File: config.mk
export PLATFORM = sky130hd
export DESIGN_NAME = raw_waw_scoreboard_flat
export DESIGN_NICKNAME = d
export VERILOG_FILES = /design/src/rtl/raw_waw_scoreboard_pkg.sv /design/src/rtl/raw_waw_scoreboard_if.sv /design/src/rtl/raw_waw_scoreboard_entry.sv /design/src/rtl/raw_waw_scoreboard.sv /design/src/flat_wrapper.sv
export SDC_FILE = /design/constraint.sdc
export NUM_CORES = 1
export LEC_CHECK = 0
export ABC_CLOCK_PERIOD_IN_PS = 3400
export CAP_MARGIN = 10
export CORE_MARGIN = 10
export CORE_UTILIZATION = 50
export CTS_BUF_LIST = sky130_fd_sc_hd__clkbuf_8
export DETAILED_ROUTE_END_ITERATION = 10
export PLACE_DENSITY_LB_ADDON = 0.05
export SYNTH_ARGS = -nofsm -noshare
export SYNTH_HDL_FRONTEND = slang
export SYNTH_SLANG_ARGS = --single-unit
File: constraint.sdc
create_clock -name clk -period 3.4 [get_ports clk]
set_input_delay 0.68 -clock clk [delete_from_list [all_inputs] [get_ports clk]]
set_output_delay 0.68 -clock clk [all_outputs]
set_load 0.02 [all_outputs]
File: src/rtl/raw_waw_scoreboard_pkg.sv
// Shared types for the busy-register scoreboard: unit tags and register index width.
package sb_pkg;

  localparam int REG_IDX_W = 5;

  typedef enum logic [1:0] {
    UNIT_MUL  = 2'd0,
    UNIT_DIV  = 2'd1,
    UNIT_FPU  = 2'd2,
    UNIT_FDIV = 2'd3
  } unit_tag_t;

endpackage

File: src/rtl/raw_waw_scoreboard_if.sv
// ID/WB/status bundle of the scoreboard. SCOREBOARD_PERF_CNT_EN adds the stall counters.
interface raw_waw_scoreboard_if
  import sb_pkg::*;
#(
  parameter int n_regs = 32,
  parameter int PERF_W = 16
);

  logic                 stall_id;
  logic                 issue_valid_id;
  logic [REG_IDX_W-1:0] issue_rd_id;
  unit_tag_t            issue_unit_id;
  logic [REG_IDX_W-1:0] rs1_id;
  logic [REG_IDX_W-1:0] rs2_id;
  logic [REG_IDX_W-1:0] rs3_id;
  logic [2:0]           rs_used_id;
  logic                 rd_used_id;
  logic [REG_IDX_W-1:0] rd_id;
  logic                 wb_valid;
  logic [REG_IDX_W-1:0] wb_rd;
  unit_tag_t            wb_unit;
  logic                 busy_rs1;
  logic                 busy_rs2;
  logic                 busy_rs3;
  logic                 rd_not_busy;
  logic                 raw_stall;
  logic                 waw_stall;
  logic [n_regs-1:0]    busy_vec;
  logic                 sb_err;
`ifdef SCOREBOARD_PERF_CNT_EN
  logic [PERF_W-1:0]    raw_stall_cnt;
  logic [PERF_W-1:0]    waw_stall_cnt;

  modport master (
    output stall_id, issue_valid_id, issue_rd_id, issue_unit_id,
           rs1_id, rs2_id, rs3_id, rs_used_id, rd_used_id, rd_id,
           wb_valid, wb_rd, wb_unit,
    input  busy_rs1, busy_rs2, busy_rs3, rd_not_busy, raw_stall, waw_stall,
           busy_vec, sb_err, raw_stall_cnt, waw_stall_cnt
  );

  modport slave (
    input  stall_id, issue_valid_id, issue_rd_id, issue_unit_id,
           rs1_id, rs2_id, rs3_id, rs_used_id, rd_used_id, rd_id,
           wb_valid, wb_rd, wb_unit,
    output busy_rs1, busy_rs2, busy_rs3, rd_not_busy, raw_stall, waw_stall,
           busy_vec, sb_err, raw_stall_cnt, waw_stall_cnt
  );
`else
  modport master (
    output stall_id, issue_valid_id, issue_rd_id, issue_unit_id,
           rs1_id, rs2_id, rs3_id, rs_used_id, rd_used_id, rd_id,
           wb_valid, wb_rd, wb_unit,
    input  busy_rs1, busy_rs2, busy_rs3, rd_not_busy, raw_stall, waw_stall,
           busy_vec, sb_err
  );

  modport slave (
    input  stall_id, issue_valid_id, issue_rd_id, issue_unit_id,
           rs1_id, rs2_id, rs3_id, rs_used_id, rd_used_id, rd_id,
           wb_valid, wb_rd, wb_unit,
    output busy_rs1, busy_rs2, busy_rs3, rd_not_busy, raw_stall, waw_stall,
           busy_vec, sb_err
  );
`endif

endinterface

File: src/rtl/raw_waw_scoreboard_entry.sv
// One scoreboard slot: busy bit plus owning-unit tag; a new issue beats a same-cycle clear.
module sb_entry
  import sb_pkg::*;
(
  input  logic      clk,
  input  logic      reset_n,
  input  logic      set,
  input  logic      clr,
  input  unit_tag_t set_tag,
  output logic      busy_r,
  output unit_tag_t tag_r
);

  // busy/tag register with set-over-clear priority
  always_ff @(posedge clk or negedge reset_n) begin
    if (!reset_n) begin
      busy_r <= 1'b0;
      tag_r  <= UNIT_MUL;
    end else if (set) begin
      busy_r <= 1'b1;
      tag_r  <= set_tag;
    end else if (clr) begin
      busy_r <= 1'b0;
    end else begin
      busy_r <= busy_r;
    end
  end

endmodule

File: src/rtl/raw_waw_scoreboard.sv
// RAW/WAW busy-register scoreboard for multi-cycle units, with WB bypass of the busy bits.
// Optional stall counters under SCOREBOARD_PERF_CNT_EN.
module raw_waw_scoreboard
  import sb_pkg::*;
#(
  parameter int n_regs  = 32,
  parameter bit FP_type = 1'b0,
  parameter int PERF_W  = 16
) (
  input logic                  clk,
  input logic                  reset_n,
  raw_waw_scoreboard_if.slave  sb
);

  logic [n_regs-1:0] busy_s;
  unit_tag_t         tag_s [n_regs];
  logic              clr_hit_s;
  logic              accept_s;
  logic              sb_err_r;

  assign clr_hit_s = sb.wb_valid & busy_s[sb.wb_rd] & (tag_s[sb.wb_rd] == sb.wb_unit);

  // A same-cycle matching writeback frees the register for the ID instruction.
  assign sb.busy_rs1 = sb.rs_used_id[0] & busy_s[sb.rs1_id] & ~(clr_hit_s & (sb.wb_rd == sb.rs1_id));
  assign sb.busy_rs2 = sb.rs_used_id[1] & busy_s[sb.rs2_id] & ~(clr_hit_s & (sb.wb_rd == sb.rs2_id));
  assign sb.busy_rs3 = sb.rs_used_id[2] & busy_s[sb.rs3_id] & ~(clr_hit_s & (sb.wb_rd == sb.rs3_id));
  assign sb.rd_not_busy = ~busy_s[sb.rd_id] | (clr_hit_s & (sb.wb_rd == sb.rd_id));
  assign sb.raw_stall   = sb.busy_rs1 | sb.busy_rs2 | sb.busy_rs3;
  assign sb.waw_stall   = sb.rd_used_id & ~sb.rd_not_busy;
  assign accept_s       = sb.issue_valid_id & ~sb.stall_id & ~sb.raw_stall & ~sb.waw_stall;
  assign sb.busy_vec    = busy_s;
  assign sb.sb_err      = sb_err_r;

  for (genvar i = 0; i < n_regs; i++) begin : g_entry
    if ((i == 0) && (FP_type == 1'b0)) begin : g_tie
      assign busy_s[i] = 1'b0;
      assign tag_s[i]  = UNIT_MUL;
    end else begin : g_slot
      logic set_s;
      logic clr_s;
      assign set_s = accept_s & (sb.issue_rd_id == REG_IDX_W'(i));
      assign clr_s = clr_hit_s & (sb.wb_rd == REG_IDX_W'(i));
      sb_entry u_entry (
        .clk     (clk),
        .reset_n (reset_n),
        .set     (set_s),
        .clr     (clr_s),
        .set_tag (sb.issue_unit_id),
        .busy_r  (busy_s[i]),
        .tag_r   (tag_s[i])
      );
    end
  end

  // sticky error: writeback that matched no outstanding op of that unit
  always_ff @(posedge clk or negedge reset_n) begin
    if (!reset_n) begin
      sb_err_r <= 1'b0;
    end else if (sb.wb_valid & ~clr_hit_s) begin
      sb_err_r <= 1'b1;
    end else begin
      sb_err_r <= sb_err_r;
    end
  end

`ifdef SCOREBOARD_PERF_CNT_EN
  logic [PERF_W-1:0] raw_cnt_r;
  logic [PERF_W-1:0] waw_cnt_r;

  assign sb.raw_stall_cnt = raw_cnt_r;
  assign sb.waw_stall_cnt = waw_cnt_r;

  // saturating stall counters, only for stalls this block causes
  always_ff @(posedge clk or negedge reset_n) begin
    if (!reset_n) begin
      raw_cnt_r <= {PERF_W{1'b0}};
      waw_cnt_r <= {PERF_W{1'b0}};
    end else begin
      if (sb.raw_stall & ~sb.stall_id & (raw_cnt_r != {PERF_W{1'b1}})) begin
        raw_cnt_r <= raw_cnt_r + PERF_W'(1);
      end else begin
        raw_cnt_r <= raw_cnt_r;
      end
      if (sb.waw_stall & ~sb.stall_id & (waw_cnt_r != {PERF_W{1'b1}})) begin
        waw_cnt_r <= waw_cnt_r + PERF_W'(1);
      end else begin
        waw_cnt_r <= waw_cnt_r;
      end
    end
  end
`endif

endmodule

File: src/flat_wrapper.sv
// flat-port wrapper written by rule: the top's interface ports become plain ports
module raw_waw_scoreboard_flat import sb_pkg::*;
#(
  parameter int n_regs  = 32,
  parameter bit FP_type = 1'b0,
  parameter int PERF_W  = 16
)
  (clk, reset_n, sb_stall_id, sb_issue_valid_id, sb_issue_rd_id, sb_issue_unit_id, sb_rs1_id, sb_rs2_id, sb_rs3_id, sb_rs_used_id, sb_rd_used_id, sb_rd_id, sb_wb_valid, sb_wb_rd, sb_wb_unit, sb_busy_rs1, sb_busy_rs2, sb_busy_rs3, sb_rd_not_busy, sb_raw_stall, sb_waw_stall, sb_busy_vec, sb_sb_err);
  raw_waw_scoreboard_if #(.n_regs(n_regs), .PERF_W(PERF_W)) sb_i ();
  input logic clk;
  input logic reset_n;
  input wire logic [$bits(sb_i.stall_id)-1:0] sb_stall_id;
  input wire logic [$bits(sb_i.issue_valid_id)-1:0] sb_issue_valid_id;
  input wire logic [$bits(sb_i.issue_rd_id)-1:0] sb_issue_rd_id;
  input wire logic [$bits(sb_i.issue_unit_id)-1:0] sb_issue_unit_id;
  input wire logic [$bits(sb_i.rs1_id)-1:0] sb_rs1_id;
  input wire logic [$bits(sb_i.rs2_id)-1:0] sb_rs2_id;
  input wire logic [$bits(sb_i.rs3_id)-1:0] sb_rs3_id;
  input wire logic [$bits(sb_i.rs_used_id)-1:0] sb_rs_used_id;
  input wire logic [$bits(sb_i.rd_used_id)-1:0] sb_rd_used_id;
  input wire logic [$bits(sb_i.rd_id)-1:0] sb_rd_id;
  input wire logic [$bits(sb_i.wb_valid)-1:0] sb_wb_valid;
  input wire logic [$bits(sb_i.wb_rd)-1:0] sb_wb_rd;
  input wire logic [$bits(sb_i.wb_unit)-1:0] sb_wb_unit;
  output wire logic [$bits(sb_i.busy_rs1)-1:0] sb_busy_rs1;
  output wire logic [$bits(sb_i.busy_rs2)-1:0] sb_busy_rs2;
  output wire logic [$bits(sb_i.busy_rs3)-1:0] sb_busy_rs3;
  output wire logic [$bits(sb_i.rd_not_busy)-1:0] sb_rd_not_busy;
  output wire logic [$bits(sb_i.raw_stall)-1:0] sb_raw_stall;
  output wire logic [$bits(sb_i.waw_stall)-1:0] sb_waw_stall;
  output wire logic [$bits(sb_i.busy_vec)-1:0] sb_busy_vec;
  output wire logic [$bits(sb_i.sb_err)-1:0] sb_sb_err;
  assign sb_i.stall_id = sb_stall_id;
  assign sb_i.issue_valid_id = sb_issue_valid_id;
  assign sb_i.issue_rd_id = sb_issue_rd_id;
  assign sb_i.issue_unit_id = sb_issue_unit_id;
  assign sb_i.rs1_id = sb_rs1_id;
  assign sb_i.rs2_id = sb_rs2_id;
  assign sb_i.rs3_id = sb_rs3_id;
  assign sb_i.rs_used_id = sb_rs_used_id;
  assign sb_i.rd_used_id = sb_rd_used_id;
  assign sb_i.rd_id = sb_rd_id;
  assign sb_i.wb_valid = sb_wb_valid;
  assign sb_i.wb_rd = sb_wb_rd;
  assign sb_i.wb_unit = sb_wb_unit;
  assign sb_busy_rs1 = sb_i.busy_rs1;
  assign sb_busy_rs2 = sb_i.busy_rs2;
  assign sb_busy_rs3 = sb_i.busy_rs3;
  assign sb_rd_not_busy = sb_i.rd_not_busy;
  assign sb_raw_stall = sb_i.raw_stall;
  assign sb_waw_stall = sb_i.waw_stall;
  assign sb_busy_vec = sb_i.busy_vec;
  assign sb_sb_err = sb_i.sb_err;
  raw_waw_scoreboard #(.n_regs(n_regs), .FP_type(FP_type), .PERF_W(PERF_W)) u_core (.clk(clk), .reset_n(reset_n), .sb(sb_i));
endmodule
==> metrics.txt <==
initial antenna violation count=0; PwrDens=~390 nW/um^2; r2r startpoint=u_core.g_entry[22].g_slot.u_entry.tag_r[0]$_DFFE_PN0P_; maximum clock path buffer count=2; synth cell count leaders=dfrtp_1 (94), mux2_2 (66), mux4_2 (46); CP arrival=around 4.0 ns; share of cells above drive strength 1=0.442; Synth Cell Area=~6500 sq um; Rows=41; mean routed wirelength per cell=roughly 24 um; worst slew pin tran=approximately 1.2 ns; crit-path max FO=7; top cell type's share of synthesized area=0.361; maximum vdd drop=~0.00033 V; input/output buffers=80; Distinct cells, synth=60; unrepaired setup endpoints after global routing=yes; first-pass GRT wire length=32.5 mm; final setup fails=around 90; outcome=finished, violations left; All-Layer GR Usage=0.231; Clock Tree Root=clkbuf_8; FF-to-FF End=u_core.g_entry[7].g_slot.u_entry.tag_r[1]$_DFFE_PN0P_; cell type with the largest total area after synthesis=dfrtp_1; Die ar.=between 15000 and 20000 sq um; achievable clock frequency=approximately 270 MHz; max_cap viols=0; Layout area overhead=34.2%; placed cell area=~8000 sq um; Die Y=roughly 130 um; Initial Utilization=0.514; Critical Path RT=approximately 3.7 ns; HPWL after detailed placement=between 15 and 20 mm; skew final=approximately 0.0095 ns; Hold Path Class=in2async; Ports=82; Ys Warns=0; CTS Buf Count=9; final period utilization=1.10; maximum number of pins on one net before global-route repair=95; Final Hold Fails=0; EDFF count, synth=0; min cycle time layout=3.74 ns; Design Area, Final=approximately 8700 sq um; Ant. Diodes=0; violated checks=negative setup slack; ANT nets after route=0; Core Area=around 13000 sq um; Slew Viols, Final=0; post-synthesis cell count=570; top post-synthesis cells by area=dfrtp_1 (36%), mux4_2 (16%), mux2_2 (11%); syn nets=613; vias in the first global route=roughly 5.7k; detailed-route via count=about 5.4k; cell total after placement=around 840; Overflow after GRT=0; Fin Hold WS=around 0.34 ns; H-tree depth=3; setup ws final=-0.341 ns; ys flop type=dfrtp_1; WS Path Type=in2reg; top-count cell post-synth=dfrtp_1; max_slew headroom=0.214; element type at the critical path end=register; reg-to-reg slack, setup=-0.08 ns; Vias/cell=6.08; worst skew pair latency=0.37 ns; async set-reset flop share out of synthesis=1.00; sequential-to-total area share from yosys stat=0.361; final wirelength=20.9 mm; CTS tree=done; starting DRC count in detailed routing=around 460; gpl congestion=a little over 0.9; CTS sink cnt=94; Reg2Reg Depth=12; Die X=134 um; Synth Area per Inst=roughly 11 sq um; setup TNS=-18.29 ns; Leak Pwr=approximately 3.8 nW; TritonRoute pass-1 iters=5; startpoint types=input pin; Finished Layout Cells=roughly 890; clk slew on worst S/H paths=about 0.09 ns; post-layout util=0.690; synthesis-stage register bit count=94; Residual DRC=0; Layout Nets=between 700 and 800
## critical path, cell delays in order
cell and delay [ns]:
buf_6 0.12, buf_12 0.13, mux2i_2 0.15, mux4_2 0.47, a222oi_1 0.42, a21bo_1 0.18, nand4_1 0.19, buf_4 0.23
o21ai_4 0.15, buf_6 0.13, nand4_4 0.13, buf_8 0.19, or4_4 0.52, mux2_4 0.31
## layer usage
| layer | vias to the layer above | track usage | share of wire |
|---|---|---|---|
| li1 | 2397 | - | - |
| met1 | 2704 | 0.288 | 0.41 |
| met2 | 230 | 0.382 | 0.49 |
| met3 | 46 | 0.0411 | 0.063 |
| met4 | 0 | 0.106 | 0.033 |
| met5 | - | 0 | 0 |
## where the power goes
part           internal, W  total, W  switching [W]
Sequential         0.00125   0.00141       0.000164
Combinational     0.000624   0.00114       0.000514
Clock             0.000448  0.000828       0.000381
## flip-flops by register name (all words and copies together), names as in the netlist
register	cells
u_core.g_entry.g_slot.u_entry.busy_r	31
u_core.g_entry.g_slot.u_entry.tag_r	62
u_core.sb.sb_err	1
## worst max path at each step
stage,start,to,slack (ns),cells after the start
2_1_floorplan,sb_wb_rd[0],u_core.g_entry[7].g_slot.u_entry.tag_r[0]$_DFFE_PN0P_,-0.27,12
3_3_place_gp,sb_wb_rd[2],sb_raw_stall,-0.83,10
3_5_place_dp,sb_wb_rd[1],u_core.g_entry[2].g_slot.u_entry.tag_r[0]$_DFFE_PN0P_,-0.90,12
4_1_cts,sb_wb_rd[0],u_core.g_entry[7].g_slot.u_entry.tag_r[1]$_DFFE_PN0P_,-0.30,14
5_1_grt,sb_wb_rd[0],u_core.g_entry[7].g_slot.u_entry.tag_r[0]$_DFFE_PN0P_,-0.43,14
6_report,sb_wb_rd[0],u_core.g_entry[7].g_slot.u_entry.tag_r[1]$_DFFE_PN0P_,-0.34,14
## area by class of cell
| cell class | count | area, sq um |
|---|---|---|
| Clock buffer | 11 | 151 |
| Clock inverter | 4 | 71.3 |
| Fill cell | 973 | 3930 |
| Inverter | 13 | 48.8 |
| Multi-Input combinational cell | 390 | 3940 |
| Sequential cell | 94 | 2350 |
| Tap cell | 172 | 215 |
| Timing Repair Buffer | 201 | 1960 |
## cells by family after synthesis
kind of cell | share of synthesized area
other | 0.000575
multiplexers | 0.324
XOR/XNOR | 0.0269
buffers and inverters | 0.0751
AO/OA/AOI/OAI | 0.0841
flip-flops | 0.361
AND/OR/NAND/NOR | 0.128
## placed cells by master, fill, tap and decap left out, drive strengths merged, types with 10 or more instances in the layout
| cell type | netlist | routed |
|---|---|---|
| buf | 49 | 126 |
| clkbuf | 24 | 12 |
| clkdlybuf4s50 | 0 | 63 |
| dfrtp | 94 | 94 |
| inv | 13 | 14 |
| mux2 | 72 | 72 |
| mux2i | 26 | 26 |
| mux4 | 46 | 46 |
| nand2 | 22 | 22 |
| nand2b | 14 | 14 |
| nand3 | 21 | 21 |
| nand4 | 12 | 12 |
| nor2 | 24 | 24 |
| nor2b | 10 | 10 |
| nor4 | 12 | 12 |
| o21ai | 37 | 37 |
| xor2 | 11 | 11 |
## timing repair
item | 4_1_cts | 5_1_grt
pin swaps | 16 | 7
gates resized for setup | 78 | 23
hold buffers | 0 | 0
gates cloned | 4 | 1
buffers inserted | 18 | 6
endpoints found under the setup margin | 99 | 99
## stage by stage
stage               total power [W]  worst slack, ns
global route                0.00351           -0.430
global placement            0.00246           -0.827
CTS                         0.00336           -0.301
floorplan                   0.00207           -0.266
finish                      0.00338           -0.341
detailed placement          0.00248           -0.901
Note: power is estimated with default switching activity, not from simulation.
==> RTL change 1 (same settings) <==
`FP_type` is set to 1'b0 in 2 places; all go to 1'b1.
--- a/src/rtl/raw_waw_scoreboard.sv
+++ b/src/rtl/raw_waw_scoreboard.sv
@@ -5,5 +5,5 @@
 #(
   parameter int n_regs  = 32,
-  parameter bit FP_type = 1'b0,
+  parameter bit FP_type = 1'b1,
   parameter int PERF_W  = 16
 ) (
--- a/src/flat_wrapper.sv
+++ b/src/flat_wrapper.sv
@@ -3,5 +3,5 @@
 #(
   parameter int n_regs  = 32,
-  parameter bit FP_type = 1'b0,
+  parameter bit FP_type = 1'b1,
   parameter int PERF_W  = 16
 )
Formal check against the unedited RTL: not equivalent (Yosys sat finds a counterexample within 4 cycles, from zero or initial values and one cycle with reset_n low).
==> RTL change 1 against the unedited design <==
Sequential cell count is 3 higher. Final area is 13% higher. Non-clock buffer count is 51 higher. Total power is 18% higher. Setup slack worse by 0.13 ns. Register-to-register slack worse by 0.28 ns. Routed wire length is 11% higher. Synthesized area is 0.60% higher. Via count is 3.8% higher. Utilization is 8.9 points higher. Count of clock-buffer cells in the layout stayed put. Maximum frequency is 3.4% lower. Sequential power is 9.9% higher. Highest routed layer unchanged. The flow still finishes with violations (negative setup slack).
==> RTL change 1: results (changes against the unedited design) <==
[metrics] result of the run: complete, but fails checks
[metrics] failing checks: negative setup slack
[metrics] routability congestion estimate from global placement: 0.898 (-1.6%)
[metrics] leading cell types by total area after synthesis: sky130_fd_sc_hd__dfrtp_1, sky130_fd_sc_hd__mux4_2, sky130_fd_sc_hd__mux2_1
[metrics] setup-violating endpoint count in the final report: 102 (+16%)
[metrics] Sequential Area: 2430 µm² (+3.2%)
[metrics] met2 capacity usage during global routing: 41.3% (+3.1 points)
[metrics] power in combinational cells: 1.60 mW (+40%)
[metrics] Inverters, non-clock: 4 (-9)
[metrics] highest fanout seen on the critical path: 10 (+3)
[metrics] multi-input combinational cell area: 4420 µm² (+12%)
[metrics] post-route setup slack: -0.472 ns (-0.130 ns)
[metrics] largest net degree at the start of global routing: 56 (-41%)
[metrics] #FFs+latches synth: 97 (+3.2%)
[metrics] routed vias/inst: 6.14 (+0.98%)
[metrics] multi-input combinational cell count: 369 (-5.4%)
[metrics] Int Pwr: 2.64 mW (+14%)
[metrics] cell class contributing the biggest share of worst-path delay: simple AND/OR/NAND/NOR gates
[metrics] Leakage: 4.64 nW (+21%)
[metrics] detailed placer's ending HPWL: 15400 µm (-0.44%)
[metrics] met3 demand-to-capacity share in global routing: 4.04% (-0.065 points)
[metrics] clock latency at the later pin of the worst-skew pair: 0.39 ns (+0.02 ns)
[metrics] proportion of cell area spent on the clock network: 2.16% (-0.39 points)
[metrics] final setup skew: 0.0156 ns (+0.00610 ns)
[metrics] register-to-register path setup slack: -0.36 ns (-0.28 ns)
[metrics] fraction of final layout cells sized beyond drive strength 1: 53.1% (+8.9 points)
[metrics] wire length of the first global-routing pass: 34700 µm (+6.7%)
[metrics] flip-flop count of the largest register after layout: 64 (+3.2%)
[metrics] clock network fraction of total power: 20.7% (-3.8 points)
[metrics] worst r2r src: u_core.g_entry[26].g_slot.u_entry.tag_r[0]
[RTL change 1: cell types whose count changed after synthesis, moves of 9 or more]
cell	unedited run	this run
sky130_fd_sc_hd__nand4_1	11	2
sky130_fd_sc_hd__mux2_2	66	10
sky130_fd_sc_hd__nand4_2	1	15
sky130_fd_sc_hd__nor2_1	24	8
sky130_fd_sc_hd__nand2_1	22	51
sky130_fd_sc_hd__mux2_1	4	61
sky130_fd_sc_hd__nand3_1	21	10
sky130_fd_sc_hd__inv_1	13	4
[RTL change 1: metrics by stage]
step                worst slack, ns  instance area [µm²]  std cells  utilization [%]  setup TNS, ns
global placement              -1.33                 8250        845             64.9        -108.42
global route                 -0.509                 9910        910             77.9         -38.66
detailed placement            -1.35                 8250        845             64.9        -107.92
CTS                          -0.477                 9610        895             75.6         -26.97
floorplan                    -0.363                 6680        540                -         -21.95
finish                       -0.472                 9910        910             77.9         -31.18
==> RTL change 2 (same flow settings) <==
Made on the original files. `n_regs` is set to 32 in 3 places; all go to 128.
--- a/src/rtl/raw_waw_scoreboard_if.sv
+++ b/src/rtl/raw_waw_scoreboard_if.sv
@@ -3,5 +3,5 @@
   import sb_pkg::*;
 #(
-  parameter int n_regs = 32,
+  parameter int n_regs = 128,
   parameter int PERF_W = 16
 );
--- a/src/rtl/raw_waw_scoreboard.sv
+++ b/src/rtl/raw_waw_scoreboard.sv
@@ -4,5 +4,5 @@
   import sb_pkg::*;
 #(
-  parameter int n_regs  = 32,
+  parameter int n_regs  = 128,
   parameter bit FP_type = 1'b0,
   parameter int PERF_W  = 16
--- a/src/flat_wrapper.sv
+++ b/src/flat_wrapper.sv
@@ -2,5 +2,5 @@
 module raw_waw_scoreboard_flat import sb_pkg::*;
 #(
-  parameter int n_regs  = 32,
+  parameter int n_regs  = 128,
   parameter bit FP_type = 1'b0,
   parameter int PERF_W  = 16
Interface: changed (resized sb_busy_vec); port bits go from 82 to 178. The function was not compared with the original's and may differ.
==> RTL change 2 against the unedited design <==
Sequential share of layout area is 5.1 points lower. Final area is 25% higher. Setup slack worse by 0.21 ns. Global-route usage is 2.1 points higher. Synthesized area is 12% higher. Maximum frequency is 5.3% lower. Routed wire length is 26% higher. Sequential cell count is 1 higher. Register-to-register slack worse by 0.34 ns. The flow still finishes with violations (negative setup slack). Largest cell class unchanged. Count of clock-buffer cells in the layout stayed put.
Power is not compared: it rests on default switching activity, and its combinational part moved more than twofold at a synthesized area within 25%.
==> RTL change 2: results (changes against the unedited design) <==
[metrics] result of the run: complete, but fails checks
[metrics] failing checks: negative setup slack
[metrics] Post-CTS Resized: 185 (+140%)
[metrics] post-layout instance count excluding filler cells: 1078 (+22%)
[metrics] final-layout setup total negative slack: -33.47 ns (-15.18 ns)
[metrics] WL final: 26400 µm (+26%)
[metrics] Commonest cells post-synth: sky130_fd_sc_hd__buf_4, sky130_fd_sc_hd__dfrtp_1, sky130_fd_sc_hd__mux2_2, sky130_fd_sc_hd__mux4_2, sky130_fd_sc_hd__nand2_1
[metrics] DP Area: 9450 µm² (+18%)
[metrics] sequential-to-total area share from yosys stat: 32.5% (-3.5 points)
[metrics] count of buffers added by post-CTS timing repair for setup: 46 (+28)
[metrics] multiplexer share of the synthesized area: 28.8% (-3.6 points)
[metrics] detailed placer's ending HPWL: 18400 µm (+19%)
[metrics] Post-Synthesis Mean Instance Area: 11.1 µm² (-2.9%)
[metrics] number of global-route vias before repair: 6767 (+18%)
[metrics] final setup skew: 0.0157 ns (+0.00615 ns)
[metrics] routability congestion estimate from global placement: 0.981 (+7.4%)
[metrics] post-route setup slack: -0.551 ns (-0.210 ns)
[metrics] routed vias/inst: 6.09 (+0.20%)
[metrics] number of nets produced by synthesis: 701 (+14%)
[metrics] fraction of final layout cells sized beyond drive strength 1: 47.8% (+3.6 points)
[metrics] xor/xnor share of the synthesized area: 2.62% (-0.067 points)
[metrics] worst-case setup slack after placement: -1.33 ns (-0.429 ns)
[metrics] relative max-transition margin: 20.6% (-0.81 points)
[metrics] biggest cell delay along the critical path: 0.47 ns (-0.05 ns)
[metrics] Global Route Usage Sum: 25.3% (+2.1 points)
[metrics] setup-violating endpoint count in the final report: 99 (+13%)
==> RTL change 2: changes by cell type in the layout (fill, tap and decap cells not counted), sizes merged, moves of 7 or more <==
cell           delta
buf              +97
o31ai             +7
nand2            +12
o21ai            -17
nor2              -8
o41ai             +8
clkdlybuf4s50    +98
==> RTL change 2: area by class of cell <==
cell class	count	area, µm²	share of cell area (%)
Clock buffer	11	151	1.39
Multi-Input combinational cell	382	4210	38.5
Inverter	10	37.5	0.344
Timing Repair Buffer	392	3850	35.3
Sequential cell	95	2380	21.8
Clock inverter	4	55.1	0.504
Tap cell	184	230	2.11
==> RTL change 2: power by group through the flow <==
stage	combinational, mW	sequential (mW)	clock (mW)
after floorplan	1.33	1.44	0
after global routing	2.42	1.43	0.848
after global placement	2.06	1.42	0
final	2.30	1.42	0.805
after detailed placement	2.09	1.43	0
after CTS	2.25	1.41	0.801
==> RTL change 2: final timing paths <==
path	start	endpoint	slack (ns)
max	sb_wb_rd[2]	u_core.g_entry[12].g_slot.u_entry.tag_r[0]	-0.55
min	reset_n	u_core.g_entry[2].g_slot.u_entry.tag_r[0]	0.29
max reg2reg	u_core.g_entry[5].g_slot.u_entry.tag_r[1]	u_core.g_entry[12].g_slot.u_entry.tag_r[0]	-0.42
min reg2reg	u_core.g_entry[21].g_slot.u_entry.tag_r[0]	u_core.g_entry[21].g_slot.u_entry.tag_r[0]	0.51
max in group asynchronous	reset_n	u_core.sb.sb_err	2.34
min in group clk	u_core.g_entry[21].g_slot.u_entry.tag_r[0]	u_core.g_entry[21].g_slot.u_entry.tag_r[0]	0.51
==> RTL change 2: metal layers <==
metal	GRT usage [%]	vias up	share of wire, %
li1	-	2776	-
met1	30.0	3263	38
met2	43.0	419	49
met3	5.21	105	7.9
met4	11.6	0	4.8
met5	0	-	0
